## src/rtl/pwm_bank_pkg.sv

```systemverilog
// Shared register map, ctrl bit positions and duty constants for pwm_bank.
// Optional macro PWM_BANK_PHASE_STAGGER_EN is consumed by pwm_bank.sv.
package pwm_bank_pkg;

  typedef enum logic [6:0] {
    REG_EN_OUT_LO = 7'h00,
    REG_EN_OUT_HI = 7'h01,
    REG_EN_PWM_LO = 7'h02,
    REG_EN_PWM_HI = 7'h03,
    REG_GDUTY     = 7'h04,
    REG_PRESCALE  = 7'h05,
    REG_CTRL      = 7'h06,
    REG_DUTY_BASE = 7'h10
  } reg_addr_e;

  localparam int unsigned CTRL_PER_CH_BIT  = 0;
  localparam int unsigned CTRL_STAGGER_BIT = 1;

  localparam logic [7:0] FULL_DUTY = 8'hFF;
  localparam logic [7:0] CNT_MAX   = 8'hFF;

  // Full duty is pinned high so 0xFF does not leave a one-count low gap.
  function automatic logic duty_level(input logic [7:0] c, input logic [7:0] duty);
    return (duty == FULL_DUTY) || (c < duty);
  endfunction

endpackage

```

## src/rtl/pwm_bank_timebase.sv

```systemverilog
// Prescaler plus 8-bit period counter; wrap marks the cycle whose edge rolls cnt 255->0.
module pwm_timebase
  import pwm_bank_pkg::*;
#(
  parameter int PRESC_W = 8
) (
  input  logic               clk,
  input  logic               rst_n,
  input  logic [PRESC_W-1:0] prescale,
  input  logic               presc_reload,
  output logic               tick,
  output logic [7:0]         cnt,
  output logic               wrap
);

  logic [PRESC_W-1:0] presc_cnt;

  assign tick = (presc_cnt == prescale);
  assign wrap = tick && (cnt == CNT_MAX);

  always_ff @(posedge clk or negedge rst_n) begin
    if (!rst_n) begin
      presc_cnt <= '0;
      cnt       <= '0;
    end else begin
      if (presc_reload || tick) begin
        presc_cnt <= '0;
      end else begin
        presc_cnt <= presc_cnt + 1'b1;
      end
      if (tick) begin
        cnt <= cnt + 8'd1;
      end
    end
  end

endmodule

```

## src/rtl/pwm_bank.sv

```systemverilog
// Bank of PWM channels sharing one timebase, with duty double-buffered to the period wrap.
// Define PWM_BANK_PHASE_STAGGER_EN to enable per-channel phase staggering via ctrl bit1.
module pwm_bank
  import pwm_bank_pkg::*;
#(
  parameter int NUM_CH  = 16,
  parameter int PRESC_W = 8
) (
  input  logic              clk,
  input  logic              rst_n,
  input  logic              wr_en,
  input  logic [6:0]        wr_addr,
  input  logic [7:0]        wr_data,
  output logic [NUM_CH-1:0] out,
  output logic              period_tick
);

  logic [NUM_CH-1:0]  en_out;
  logic [NUM_CH-1:0]  en_pwm;
  logic [NUM_CH-1:0]  level;
  logic [7:0]         gduty_stg;
  logic [7:0]         gduty_act;
  logic [7:0]         duty_stg [NUM_CH];
  logic [7:0]         duty_act [NUM_CH];
  logic [7:0]         cmp_cnt  [NUM_CH];
  logic [PRESC_W-1:0] prescale;
  logic               per_ch_mode;
  logic               wr_gduty;
  logic               wr_presc;
  logic [7:0]         cnt;
  logic               wrap;
  logic               tick_unused;
`ifdef PWM_BANK_PHASE_STAGGER_EN
  logic               stagger_en;
`endif

  assign wr_gduty = wr_en && (wr_addr == REG_GDUTY);
  assign wr_presc = wr_en && (wr_addr == REG_PRESCALE);

  // Everything in this level keys off wrap; the raw prescaler tick stays inside the timebase.
  pwm_timebase #(
    .PRESC_W(PRESC_W)
  ) u_timebase (
    .clk         (clk),
    .rst_n       (rst_n),
    .prescale    (prescale),
    .presc_reload(wr_presc),
    .tick        (tick_unused),
    .cnt         (cnt),
    .wrap        (wrap)
  );

  always_ff @(posedge clk or negedge rst_n) begin
    if (!rst_n) begin
      en_out      <= '0;
      en_pwm      <= '0;
      gduty_stg   <= '0;
      prescale    <= '0;
      per_ch_mode <= 1'b0;
`ifdef PWM_BANK_PHASE_STAGGER_EN
      stagger_en  <= 1'b0;
`endif
      for (int unsigned n = 0; n < NUM_CH; n++) begin
        duty_stg[n] <= '0;
      end
    end else if (wr_en) begin
      for (int unsigned n = 0; n < NUM_CH; n++) begin
        if (wr_addr == ((n < 8) ? REG_EN_OUT_LO : REG_EN_OUT_HI)) begin
          en_out[n] <= wr_data[n[2:0]];
        end
        if (wr_addr == ((n < 8) ? REG_EN_PWM_LO : REG_EN_PWM_HI)) begin
          en_pwm[n] <= wr_data[n[2:0]];
        end
        if (wr_addr == REG_DUTY_BASE + 7'(n)) begin
          duty_stg[n] <= wr_data;
        end
      end
      if (wr_gduty) begin
        gduty_stg <= wr_data;
      end
      if (wr_presc) begin
        prescale <= wr_data[PRESC_W-1:0];
      end
      if (wr_addr == REG_CTRL) begin
        per_ch_mode <= wr_data[CTRL_PER_CH_BIT];
`ifdef PWM_BANK_PHASE_STAGGER_EN
        stagger_en  <= wr_data[CTRL_STAGGER_BIT];
`endif
      end
    end
  end

  // A write landing on the wrap cycle bypasses staging so it takes effect at this wrap.
  always_ff @(posedge clk or negedge rst_n) begin
    if (!rst_n) begin
      gduty_act   <= '0;
      out         <= '0;
      period_tick <= 1'b0;
      for (int unsigned n = 0; n < NUM_CH; n++) begin
        duty_act[n] <= '0;
      end
    end else begin
      if (wrap) begin
        gduty_act <= wr_gduty ? wr_data : gduty_stg;
        for (int unsigned n = 0; n < NUM_CH; n++) begin
          duty_act[n] <= (wr_en && (wr_addr == REG_DUTY_BASE + 7'(n))) ? wr_data : duty_stg[n];
        end
      end
      out         <= en_out & (~en_pwm | level);
      period_tick <= wrap;
    end
  end

  always_comb begin
    level = '0;
    for (int unsigned n = 0; n < NUM_CH; n++) begin
      cmp_cnt[n] = cnt;
`ifdef PWM_BANK_PHASE_STAGGER_EN
      if (stagger_en) begin
        cmp_cnt[n] = cnt + 8'(n * (256 / NUM_CH));
      end
`endif
      level[n] = duty_level(cmp_cnt[n], per_ch_mode ? duty_act[n] : gduty_act);
    end
  end

endmodule

```

## config.mk

```make
export PLATFORM = sky130hd
export DESIGN_NAME = pwm_bank
export DESIGN_NICKNAME = d
export VERILOG_FILES = /design/src/rtl/pwm_bank_pkg.sv /design/src/rtl/pwm_bank_timebase.sv /design/src/rtl/pwm_bank.sv
export SDC_FILE = /design/constraint.sdc
export NUM_CORES = 1
export LEC_CHECK = 0
export CORE_UTILIZATION = 45
export CTS_CLUSTER_DIAMETER = 50
export DETAILED_ROUTE_END_ITERATION = 6
export GPL_ROUTABILITY_DRIVEN = 0
export GPL_TIMING_DRIVEN = 0
export SLEW_MARGIN = 20
export SYNTH_ARGS = -nofsm -noshare
export SYNTH_HDL_FRONTEND = slang
export SYNTH_SLANG_ARGS = --single-unit
```

## constraint.sdc

```tcl
create_clock -name clk -period 2.7 [get_ports clk]
set_clock_uncertainty 0.05 [all_clocks]
set_input_delay 0.27 -clock clk [delete_from_list [all_inputs] [get_ports clk]]
set_output_delay 0.27 -clock clk [all_outputs]
set_load 0.05 [all_outputs]
```

After elaboration in Yosys (flattened, before gate mapping)
Index checks and enable logic that the tools add are counted.

Bits of input ports: 18. Output and inout port bits: 17. Bits in registers: 346. Logic and storage cells: 198.

Multiplexer cells: 34. Add/subtract/negate cells: 2. $lt $le $gt $ge: 16. Bitwise logic cells: 3. Equal/unequal tests: 40. Reduce and logical (&&, ||, !) cells: 59.

Operators with widths (number): 2-to-1 mux 8 bit (34); equality test 8 bit, second input constant (17); less-than comparator 8 bit (16); equality test 7 x 5 -> 1 bit, second input constant (16); AND reduction 2 bit (22); equality test 7 x 3 -> 1 bit, second input constant (3); logical AND 1 bit (19); logical OR 1 bit (17); adder 8 x 1 -> 8 bit, second input constant (2); bitwise AND 16 bit (1); inverter 16 bit (1); bitwise OR 16 bit (1); equality test 7 x 2 -> 1 bit, second input constant (2); equality test 8 bit (1); equality test 7 x 1 -> 1 bit, second input constant (1); logical NOT 7 bit (1).

Longest topological paths before layout
Gate-level depths: netlist of the first run.

Word-level depth: 5. Depth in mapped cells: 12. Mapped depth without buffers: 8.

Hierarchy
Synthesis of the first run repeated with hierarchy kept, for this count alone.

Cells, all modules: 1355. Area, all modules: 17240.3 um^2.

By module, submodules not included: pwm_bank (seq. area each 8257.9 um^2, area each 16345.7 um^2, cells each 1281, instances 1); pwm_timebase (seq. area each 400.4 um^2, area each 894.6 um^2, cells each 74, instances 1).

Least setup slack after synthesis of the first run
OpenSTA, ideal clock, no wires.

Path type: flip-flop to flip-flop. Start: register per_ch_mode. End: register out[12]. Setup time: 136 ps. Arrival time: 2729 ps. Path buffers: 6. Setup slack: -215 ps. Required time: 2514 ps. Cell stages (with the launch flop): 13. Period minus slack after synthesis: 2915 ps. Cell sequence: dfrtp_1 clkbuf_1 buf_2 clkbuf_1 buf_2 buf_1 buf_2 a21oi_1 ha_1 o21a_1 o21ai_0 a2111oi_0 o21ai_0.

Word-level cells in the longest chain between the ends: 5. Elaborated cells between the ends (all ways): 6. Classes of those cells: order compare: 1; eq/ne: 1; mux: 1; bitwise: 2; reduce/logical: 1.

Ends and longest elaborated chain: from (decl) (RTL line pwm_bank.sv:27) `logic per_ch_mode;`; from (signal assigned) (RTL line pwm_bank.sv:85) `per_ch_mode <= wr_data[CTRL_PER_CH_BIT];`; 2-to-1 mux 8 bit * (RTL line pwm_bank.sv:123) `level[n] = duty_level(cmp_cnt[n], per_ch_mode ? duty_act[n] : gduty_act);`; less-than comparator 8 bit / equality test 8 bit (equally long branches) (RTL line pwm_bank_pkg.sv:24) `return (duty == FULL_DUTY) || (c < duty);`; logical OR 1 bit * (RTL line pwm_bank_pkg.sv:24); bitwise OR 16 bit * (RTL line pwm_bank.sv:109) `out <= en_out & (~en_pwm | level);`; bitwise AND 16 bit * (RTL line pwm_bank.sv:109); to (signal assigned) (RTL line pwm_bank.sv:109); to (decl) (RTL line pwm_bank.sv:14) `output logic [NUM_CH-1:0] out,`.

Mark *: on every way between the ends. The rest lies on a longest branch, timed or not. A chain may end at the register's enable or synchronous reset.

Final worst setup path of the first run
Start: register per_ch_mode. End: register out[2].

The elaborated chain is that of the path after synthesis.

==> impl_metrics.json, run 1 <==
{
  "first_iter_violations": 1167,
  "grt_pass1_vias": 12061,
  "cellPowerDensity_nw_per_um2": 726,
  "cp-start-kind": "flip-flop",
  "worstSkewPairLatency_ns": 0.55,
  "cpPeakStageDelay_ns": 0.79,
  "drcViolationCount": 0,
  "fp.dieH_um": 197,
  "wl_per_cell_um": 26.6,
  "final_layout_size_suffix_gt1_frac": 0.327,
  "core_area_um2": 37600,
  "path_class": "flip-flop to flip-flop",
  "mostFrequentLayoutCells": "dfrtp_1 (336), mux2_2 (304), a21oi_1 (144)",
  "status": "finished, final reports clean",
  "cts-root-buf": "clkbuf_16",
  "r2r-start": "per_ch_mode$_DFFE_PN0P_",
  "via_count": 12159,
  "vdd_drop_max_v": 0.000505,
  "start_util": 0.456,
  "crit_arrival_ns": 3.05,
  "synth_ff_type": "dfrtp_1",
  "fin_util": 0.529,
  "grt_max_degree": 96,
  "antenna_found_initial": 2,
  "setup_ws_ns": 0.0266,
  "portBuffers": 30,
  "drv_cap": 0,
  "die_w_um": 197,
  "synth_area_per_cell_um2": 12.6,
  "worst_pin_slew_ns": 1.10,
  "fillers": 3278,
  "crit_fanout": 10,
  "core.rowCount": 71,
  "overflow": 0,
  "setup_viol": 0,
  "yosysSeqAreaShare": 0.506,
  "nets": 1579,
  "die_area_um2": 38800,
  "hold_viol_final": 0,
  "startpoint": "per_ch_mode$_DFFE_PN0P_",
  "clk_pin_slew_ns": 0.07,
  "grt_pass1_wl_mm": 78.8,
  "slew_viol_final": 0,
  "p_leak_uw": 0.00924,
  "clock_sinks": 346,
  "cts_buffers": 41,
  "ys_types": 45,
  "cts_tree": "done",
  "fin_crit_sh": 0.990,
  "relSlewSlack": 0.268,
  "io_pins": 35,
  "synth_nets": 1495,
  "critPathTopFamily": "buffers and inverters",
  "grt_util_all_layers": 0.279,
  "worstHoldPathType": "input port to async pin",
  "antenna_left": 0,
  "ys_warn_count": 0,
  "end_kind": "flip-flop",
  "critPathRequiredTime_ns": 3.07,
  "vias_per_cell": 6.13,
  "place_hpwl_mm": 34.1,
  "place_ws_ns": -1.98,
  "async_flop_share": 1.00,
  "cts.htree.levels": 2,
  "final_common_cell": "dfrtp_1",
  "fmax_mhz": 374,
  "synthToLayoutAreaGrowth_pct": 16.2,
  "cp_slowest_cell": "clkdlybuf4s15_1",
  "path_cells": "buf_12 > buf_2 > clkdlybuf4s15_1 > a32oi_1 > o41ai_1 > o2bb2ai_1",
  "synth_seq_cells": 346,
  "synth_edf_count": 0,
  "drt_wl_total_mm": 52.7,
  "crit_buf_inv": 3,
  "finalCriticalPeriod_ns": 2.67,
  "syn_area_um2": 17100,
  "syn_inst": 1363,
  "firstDrtPassIters": 5,
  "clk_path_buf_depth": 3
}
[synthesized netlist by cell type, types with 2 or more instances]
cell type	count	area [µm²]
a2111oi_0	10	87.6
a21oi_1	144	721
a22o_1	4	35.0
a31oi_1	8	50.1
a32oi_1	31	272
and2_1	2	12.5
and3_1	5	31.3
and4_1	5	43.8
buf_1	6	22.5
buf_2	12	60.1
buf_4	12	90.1
clkbuf_1	54	203
dfrtp_1	346	8660
ha_1	114	1430
inv_1	7	26.3
mux2_2	304	3420
mux2_4	16	240
mux2i_1	22	220
nand2_1	51	191
nand3_1	25	125
nand3b_1	2	15.0
nand4_1	12	75.1
nor2_1	40	150
nor2b_1	12	75.1
o211ai_1	16	120
o21a_1	10	75.1
o21ai_0	34	170
o2bb2ai_1	4	35.0
o31ai_1	2	15.0
o41ai_1	14	123
or2_2	6	37.5
xnor2_1	15	131
xor2_1	6	52.6
[worst paths after layout]
kind / endpoint / depth (start not counted) / slack, ns
setup / recovery: out[2]$_DFF_PN0_ / 6 / 0.03
hold / removal: out[3]$_DFF_PN0_ / 2 / 0.15
setup reg to reg: out[2]$_DFF_PN0_ / 6 / 0.03
hold reg to reg: duty_stg[57]$_DFFE_PN0P_ / 1 / 0.44
max in group asynchronous: duty_stg[28]$_DFFE_PN0P_ / 4 / 1.35
min in group clk: duty_stg[23]$_DFFE_PN0P_ / 3 / 0.32
[routing by layer]
| layer | vias to the layer above | global-route usage | wire length [µm] |
|---|---|---|---|
| li1 | 5236 | - | - |
| met1 | 6208 | 0.392 | 22900 |
| met2 | 554 | 0.423 | 23000 |
| met3 | 161 | 0.0495 | 4260 |
| met4 | 0 | 0.122 | 2500 |
| met5 | - | 0 | 0 |
[repair_timing]
| item | in CTS | in global routing |
|---|---|---|
| hold buffers | 1 | 0 |
| hold endpoints to repair | 125 | 0 |
| pin swaps | 1 | 2 |
| cloned | 0 | 0 |
| setup buffers | 3 | 4 |
| setup endpoints to repair | 146 | 142 |
| gates resized for setup | 78 | 44 |
[final cells by class]
type	instances	area, µm²	share of cell area
diodes	1	2.50	0.000126
plain buffers	83	564	0.0284
clock buffers	52	1160	0.0582
clock inverters	17	226	0.0114
inverters	7	26.3	0.00132
multi-input cells	925	8110	0.408
flip-flops and latches	346	8680	0.436
well taps	511	639	0.0321
repair buffers	43	493	0.0248
[worst register-to-register path, cell delays in order, from the launching register on]
cell             delay (ns)
dfrtp_2                0.43
buf_12                 0.17
buf_2                  0.32
clkdlybuf4s15_1        0.79
a32oi_1                0.21
o41ai_1                0.35
o2bb2ai_1              0.23
[sequential cells by signal (all words and copies together), names as in the netlist]
register,cells
u_timebase.presc_cnt,8
out,16
en_out,16
per_ch_mode,1
gduty_act,8
period_tick,1
duty_stg,128
en_pwm,16
prescale,8
u_timebase.cnt,8
gduty_stg,8
duty_act,128
[kinds of logic (layout without fill, tap and decap cells)]
| kind of cell | Yosys count | in the layout | share of synthesized area |
|---|---|---|---|
| AOI/OAI and AO/OA | 280 | 280 | 0.101 |
| buffers and inverters | 92 | 202 | 0.0241 |
| xor gates and xnor gates | 21 | 21 | 0.0107 |
| and+or+nand+nor | 168 | 168 | 0.0489 |
| muxes | 342 | 342 | 0.227 |
| other | 0 | 1 | 0 |
| adders and majority gates | 114 | 114 | 0.0833 |
| DFF | 346 | 346 | 0.506 |
[through the flow]
| stage | total power (µW) | setup TNS, ns | cells | hold slack [ns] | area (µm²) |
|---|---|---|---|---|---|
| after floorplan | 7610 | -0.0154 | 1363 | -0.0756 | 17100 |
| after global placement | 8570 | -4807.80 | 1904 | 0.422 | 18100 |
| after detailed placement | 8680 | -71.23 | 1909 | 0.127 | 18200 |
| after global routing | 15100 | -0.00522 | 1984 | 0.179 | 19900 |
| after CTS | 14400 | 0 | 1981 | 0.146 | 19800 |
| final | 14400 | 0 | 1985 | 0.147 | 19900 |
[power breakdown]
part | internal [µW] | switching [µW]
logic | 1180 | 1570
registers | 5540 | 496
clock network | 3430 | 2220
total | 10100 | 4290
No activity file was read; power rests on OpenSTA's default activity.
==> inputs of run 2 (changes only) <==
- CTS_CLUSTER_DIAMETER: 50 -> 150
==> run 2 against run 1 <==
Net effect: the run now ends with design-rule violations left; first-iteration DRC count fell by 3.6%; non-clock buffer count did not move; hold slack got worse by 0.0036 ns; flip-flop and latch count did not move; clock-buffer cell count rose by 4; final area fell by 0.59%; clock power fell by 6.2%; total power fell by 2.4%; global-route usage rose by 0.18 points; fmax rose by 2.7%; critical path depth rose by 3; worst setup slack improved by 0.071 ns; highest routed layer unchanged.
==> impl_metrics.json, run 2 (synthesized netlist as in run 1, its figures left out) <==
{
  "status": "complete, but fails checks",
  "violations": "design-rule violations",
  "drcViolationCount": 5,
  "vias_per_cell": 6.07,
  "hold_slack_ns": 0.143,
  "critPathRequiredTime_ns": 3.06,
  "antenna_found_initial": 2,
  "cp-start-kind": "flip-flop",
  "path_class": "flip-flop to flip-flop",
  "r2r-start": "per_ch_mode$_DFFE_PN0P_",
  "crit_arrival_ns": 2.97,
  "die_w_um": 197,
  "fin_setup_tns_ns": 0,
  "cts.htree.levels": 2,
  "firstDrtPassIters": 7,
  "nets": 1577,
  "r2r_setup_slack_ns": 0.1,
  "reg_top3": "duty_act (128), duty_stg (128)",
  "end_kind": "flip-flop",
  "fin_crit_sh": 0.964,
  "place_ws_ns": -1.98,
  "grt_pass1_wl_mm": 79.0,
  "final_common_cell": "dfrtp_1",
  "cpPeakStageDelay_ns": 0.46,
  "core_area_um2": 37600,
  "worstHoldPathType": "input port to async pin",
  "hold_viol_final": 0,
  "final_layout_size_suffix_gt1_frac": 0.324,
  "setup_ws_ns": 0.0972,
  "place_hpwl_mm": 34.1,
  "cp_slowest_cell": "dfrtp_2",
  "worstSkewPairLatency_ns": 0.56,
  "path_cells": "buf_12 > nor2b_1 > clkbuf_4 > clkbuf_4 > a21oi_1 > ha_1 > nand2_1 > a2111oi_1 > o21ai_0",
  "fin_cells": 1982,
  "p_leak_uw": 0.00919,
  "cts_buffers": 39,
  "finalCriticalPeriod_ns": 2.60,
  "wl_per_cell_um": 26.6,
  "timing.rr.end": "out[13]$_DFF_PN0_",
  "cts_tree": "done",
  "rr_worst_depth": 9,
  "slew_viol_final": 0,
  "mostFrequentLayoutCells": "dfrtp_1 (336), mux2_2 (304), a21oi_1 (144)",
  "clk_path_buf_depth": 3,
  "relSlewSlack": 0.252,
  "first_iter_violations": 1125,
  "vdd_drop_max_v": 0.000505,
  "fmax_mhz": 384,
  "synthToLayoutAreaGrowth_pct": 15.5,
  "drt_wl_total_mm": 52.7,
  "crit_fanout": 10,
  "core.rowCount": 71,
  "dp.cells": 1909,
  "io_pins": 35,
  "overflow": 0,
  "start_util": 0.456,
  "crit_top_cell": "clkbuf_4",
  "clk_pin_slew_ns": 0.06,
  "grt_pass1_vias": 12016,
  "worst_pin_slew_ns": 1.12,
  "clock_sinks": 346,
  "fin_util": 0.526,
  "antenna_left": 0,
  "cellPowerDensity_nw_per_um2": 713,
  "drv_cap": 0,
  "fp.dieH_um": 197,
  "setup_viol": 0,
  "via_count": 12038,
  "fillers": 3302,
  "grt_max_degree": 96,
  "cts-root-buf": "clkbuf_16",
  "portBuffers": 30,
  "die_area_um2": 38800,
  "grt_util_all_layers": 0.281
}
[run 2: changes by cell type in the layout (fill, tap and decap cells not counted), moves of 2 or more]
| cell | delta |
|---|---|
| clkbuf_2 | +3 |
| clkbuf_1 | +4 |
| clkbuf_4 | +4 |
| buf_2 | -3 |
| bufinv_16 | -2 |
| clkinvlp_4 | -3 |
| inv_8 | -3 |
| clkinv_2 | +3 |
[run 2: through the flow]
stage                     power [µW]  cell area, µm²
after floorplan                 7610           17100
after global placement          8570           18100
after detailed placement        8680           18200
after CTS                      14100           19700
after global routing           14800           19800
final                          14100           19800
[run 2: report_power, final]
group	switching [µW]	internal, µW	leakage, µW
clock	2130	3170	0.000631
sequential	498	5540	0.00473
combinational	1570	1180	0.00383
[run 2: layout make-up]
type	count	area [µm²]	share of cell area
flip-flops and latches	346	8680	0.439
multi-input cells	925	8110	0.410
clock buffers	56	1160	0.0588
well taps	511	639	0.0323
plain buffers	83	562	0.0284
repair buffers	43	493	0.0249
clock inverters	10	108	0.00544
inverters	7	26.3	0.00133
diodes	1	2.50	0.000127
[run 2: how the worst max path moves through the flow]
stage	from	to	slack, ns
2_1_floorplan	per_ch_mode$_DFFE_PN0P_	out[14]$_DFF_PN0_	-0.008
3_3_place_gp	rst_n	out[10]$_DFF_PN0_	-13.66
3_5_place_dp	per_ch_mode$_DFFE_PN0P_	out[7]$_DFF_PN0_	-1.98
4_1_cts	u_timebase.presc_cnt[0]$_DFF_PN0_	duty_act[95]$_DFFE_PN0P_	0.005
5_1_grt	per_ch_mode$_DFFE_PN0P_	out[6]$_DFF_PN0_	-0.001
6_report	per_ch_mode$_DFFE_PN0P_	out[13]$_DFF_PN0_	0.1
[run 2: timing repair]
action,in CTS,in global routing
buffers inserted,3,4
endpoints found under the setup margin,146,139
hold buffers,1,0
pin swaps,1,1
endpoints found under the hold margin,208,0
resized for setup,79,44
[run 2: critical path: cells and delay by family (launching register included)]
kind | cells | cell delay [ns]
adder cells (fa/ha/maj) | 1 | 0.30
flip-flops | 1 | 0.46
AND/OR/NAND/NOR | 2 | 0.19
buffers and inverters | 3 | 0.77
AO/OA/AOI/OAI | 3 | 0.68
[run 2: per-layer routing]
| layer | track usage | up-vias | part of all wire |
|---|---|---|---|
| li1 | - | 5241 | - |
| met1 | 0.391 | 6133 | 0.44 |
| met2 | 0.423 | 513 | 0.44 |
| met3 | 0.0574 | 151 | 0.076 |
| met4 | 0.128 | 0 | 0.048 |
| met5 | 0 | - | 0 |
==> inputs of run 3 (changes only) <==
- CORE_MARGIN: default -> 10
- CTS_CLUSTER_SIZE: default -> 40
==> run 3 against run 2 <==
Net effect: the flow now finishes without violations; worst setup slack worse by 0.033 ns; first-iteration DRC count up 18%; core utilization fell by 2.6 points; global-route usage decreased by 6.1 points; clock power down 53%; total power decreased by 20%; critical endpoint is now out[7]$_DFF_PN0_; largest cell class unchanged.
==> impl_metrics.json, run 3 (synthesized netlist as in run 1, its figures left out) <==
{
  "antenna_found_initial": 2,
  "fin_crit_sh": 0.976,
  "core.rowCount": 71,
  "cts.htree.levels": 1,
  "p_leak_uw": 0.00869,
  "final_layout_size_suffix_gt1_frac": 0.299,
  "cp-start-kind": "flip-flop",
  "core_area_um2": 37600,
  "start_util": 0.456,
  "power_uw": 11300,
  "final_common_cell": "dfrtp_1",
  "die_area_um2": 46300,
  "setup_viol": 0,
  "clk_pin_slew_ns": 0.15,
  "cellPowerDensity_nw_per_um2": 601,
  "path_class": "flip-flop to flip-flop",
  "die_w_um": 215,
  "cts_buffers": 12,
  "vias_per_cell": 6.16,
  "grt_pass1_wl_mm": 76.8,
  "drcViolationCount": 0,
  "first_iter_violations": 1323,
  "nets": 1545,
  "cts_tree": "done",
  "setup_ws_ns": 0.0641,
  "finalCriticalPeriod_ns": 2.64,
  "gr-usage-met1": 0.304,
  "portBuffers": 30,
  "worstHoldPathType": "input port to async pin",
  "firstDrtPassIters": 5,
  "worst_pin_slew_ns": 1.10,
  "crit_arrival_ns": 2.99,
  "fin_util": 0.500,
  "end_kind": "flip-flop",
  "gr-max-usage-layer": "met2",
  "drv_cap": 0,
  "via_count": 11862,
  "grt_max_degree": 102,
  "crit_fanout": 10,
  "drt_wl_total_mm": 51.9,
  "synthToLayoutAreaGrowth_pct": 9.69,
  "place_ws_ns": -2.03,
  "worstSkewPairLatency_ns": 0.54,
  "relSlewSlack": 0.268,
  "status": "finished, final reports clean",
  "slew_viol_final": 0,
  "use_met3": 0.0310,
  "critPathRequiredTime_ns": 3.05,
  "clk_path_buf_depth": 3,
  "fillers": 3322,
  "grt_pass1_vias": 11628,
  "fp.dieH_um": 215,
  "reg_top3": "duty_act (128), duty_stg (128)",
  "io_pins": 35,
  "overflow": 0,
  "vdd_drop_max_v": 0.000664,
  "wl_per_cell_um": 27.0,
  "clock_sinks": 346,
  "mostFrequentLayoutCells": "dfrtp_1 (336), mux2_2 (304), a21oi_1 (144)",
  "cts-root-buf": "clkbuf_16",
  "grt_util_all_layers": 0.220,
  "grtUsageMet2": 0.348,
  "place_hpwl_mm": 34.2,
  "fmax_mhz": 379,
  "antenna_left": 0,
  "hold_viol_final": 0
}
==> run 3: cell count changes in the layout (fill, tap and decap cells not counted), sizes merged <==
| cell | previous run | this run |
|---|---|---|
| diode | 1 | 2 |
| clkbuf | 109 | 61 |
| clkinv | 8 | 0 |
| inv | 7 | 8 |
| bufinv | 2 | 0 |
==> run 3: path summary, 6_finish.rpt <==
| path | start | to | slack, ns | depth (start not counted) |
|---|---|---|---|---|
| hold reg to reg | duty_stg[77]$_DFFE_PN0P_ | duty_stg[77]$_DFFE_PN0P_ | 0.46 | 1 |
| min in group clk | wr_addr[1] | duty_stg[23]$_DFFE_PN0P_ | 0.32 | 3 |
| hold / removal | rst_n | out[3]$_DFF_PN0_ | 0.23 | 2 |
| max in group asynchronous | rst_n | duty_stg[44]$_DFFE_PN0P_ | 1.07 | 4 |
| setup reg to reg | per_ch_mode$_DFFE_PN0P_ | out[7]$_DFF_PN0_ | 0.06 | 10 |
| setup / recovery | per_ch_mode$_DFFE_PN0P_ | out[7]$_DFF_PN0_ | 0.06 | 10 |
==> run 3: area by class of cell <==
class / instances / area, µm² / share of cell area
diodes: 2 / 5.00 / 0.000266
plain buffers: 83 / 567 / 0.0302
clock buffers: 13 / 325 / 0.0173
clock inverters: 1 / 16.3 / 0.000866
inverters: 7 / 26.3 / 0.00140
multi-input cells: 925 / 8100 / 0.431
flip-flops and latches: 346 / 8680 / 0.462
well taps: 511 / 639 / 0.0340
repair buffers: 38 / 432 / 0.0230
==> run 3: power by group <==
part	switching, µW	total [µW]	internal, µW	leakage [µW]
Clock	1610	2500	894	0.000168
Combinational	1580	2750	1170	0.00379
Sequential	507	6040	5530	0.00473
==> run 3: what timing repair did <==
action / in CTS / in global routing
pin swaps: 1 / 0
endpoints found under the hold margin: 82 / 0
gates cloned: 0 / 0
endpoints found under the setup margin: 155 / 25
hold buffers: 1 / 0
resized for setup: 89 / 33
buffers inserted: 4 / 0
==> run 3: through the flow <==
stage	cell area (µm²)	TNS, ns	cells	hold slack (ns)
floorplan	17100	-0.0154	1363	-0.0756
global placement	18100	-4790.15	1904	0.423
detailed placement	18200	-99.54	1907	0.261
CTS	18700	0	1925	0.295
global route	18800	-0.0795	1924	0.319
finish	18800	0	1926	0.234
==> run 3: worst max-delay path, stage by stage, from the launching register on <==
cell and delay [ns]:
dfrtp_2 0.48, buf_12 0.18, nor2b_4 0.19, clkbuf_8 0.25, buf_6 0.23, a21oi_1 0.06
ha_1 0.27, o21a_1 0.10, o21ai_0 0.09, a2111oi_2 0.41, o21ai_1 0.18
==> run 3: layer usage <==
layer  up-vias  routed length [µm]
met5         -                   0
met4         0                2150
met3       124                3500
met2       474               23500
met1      6125               22800
li1       5139                   -
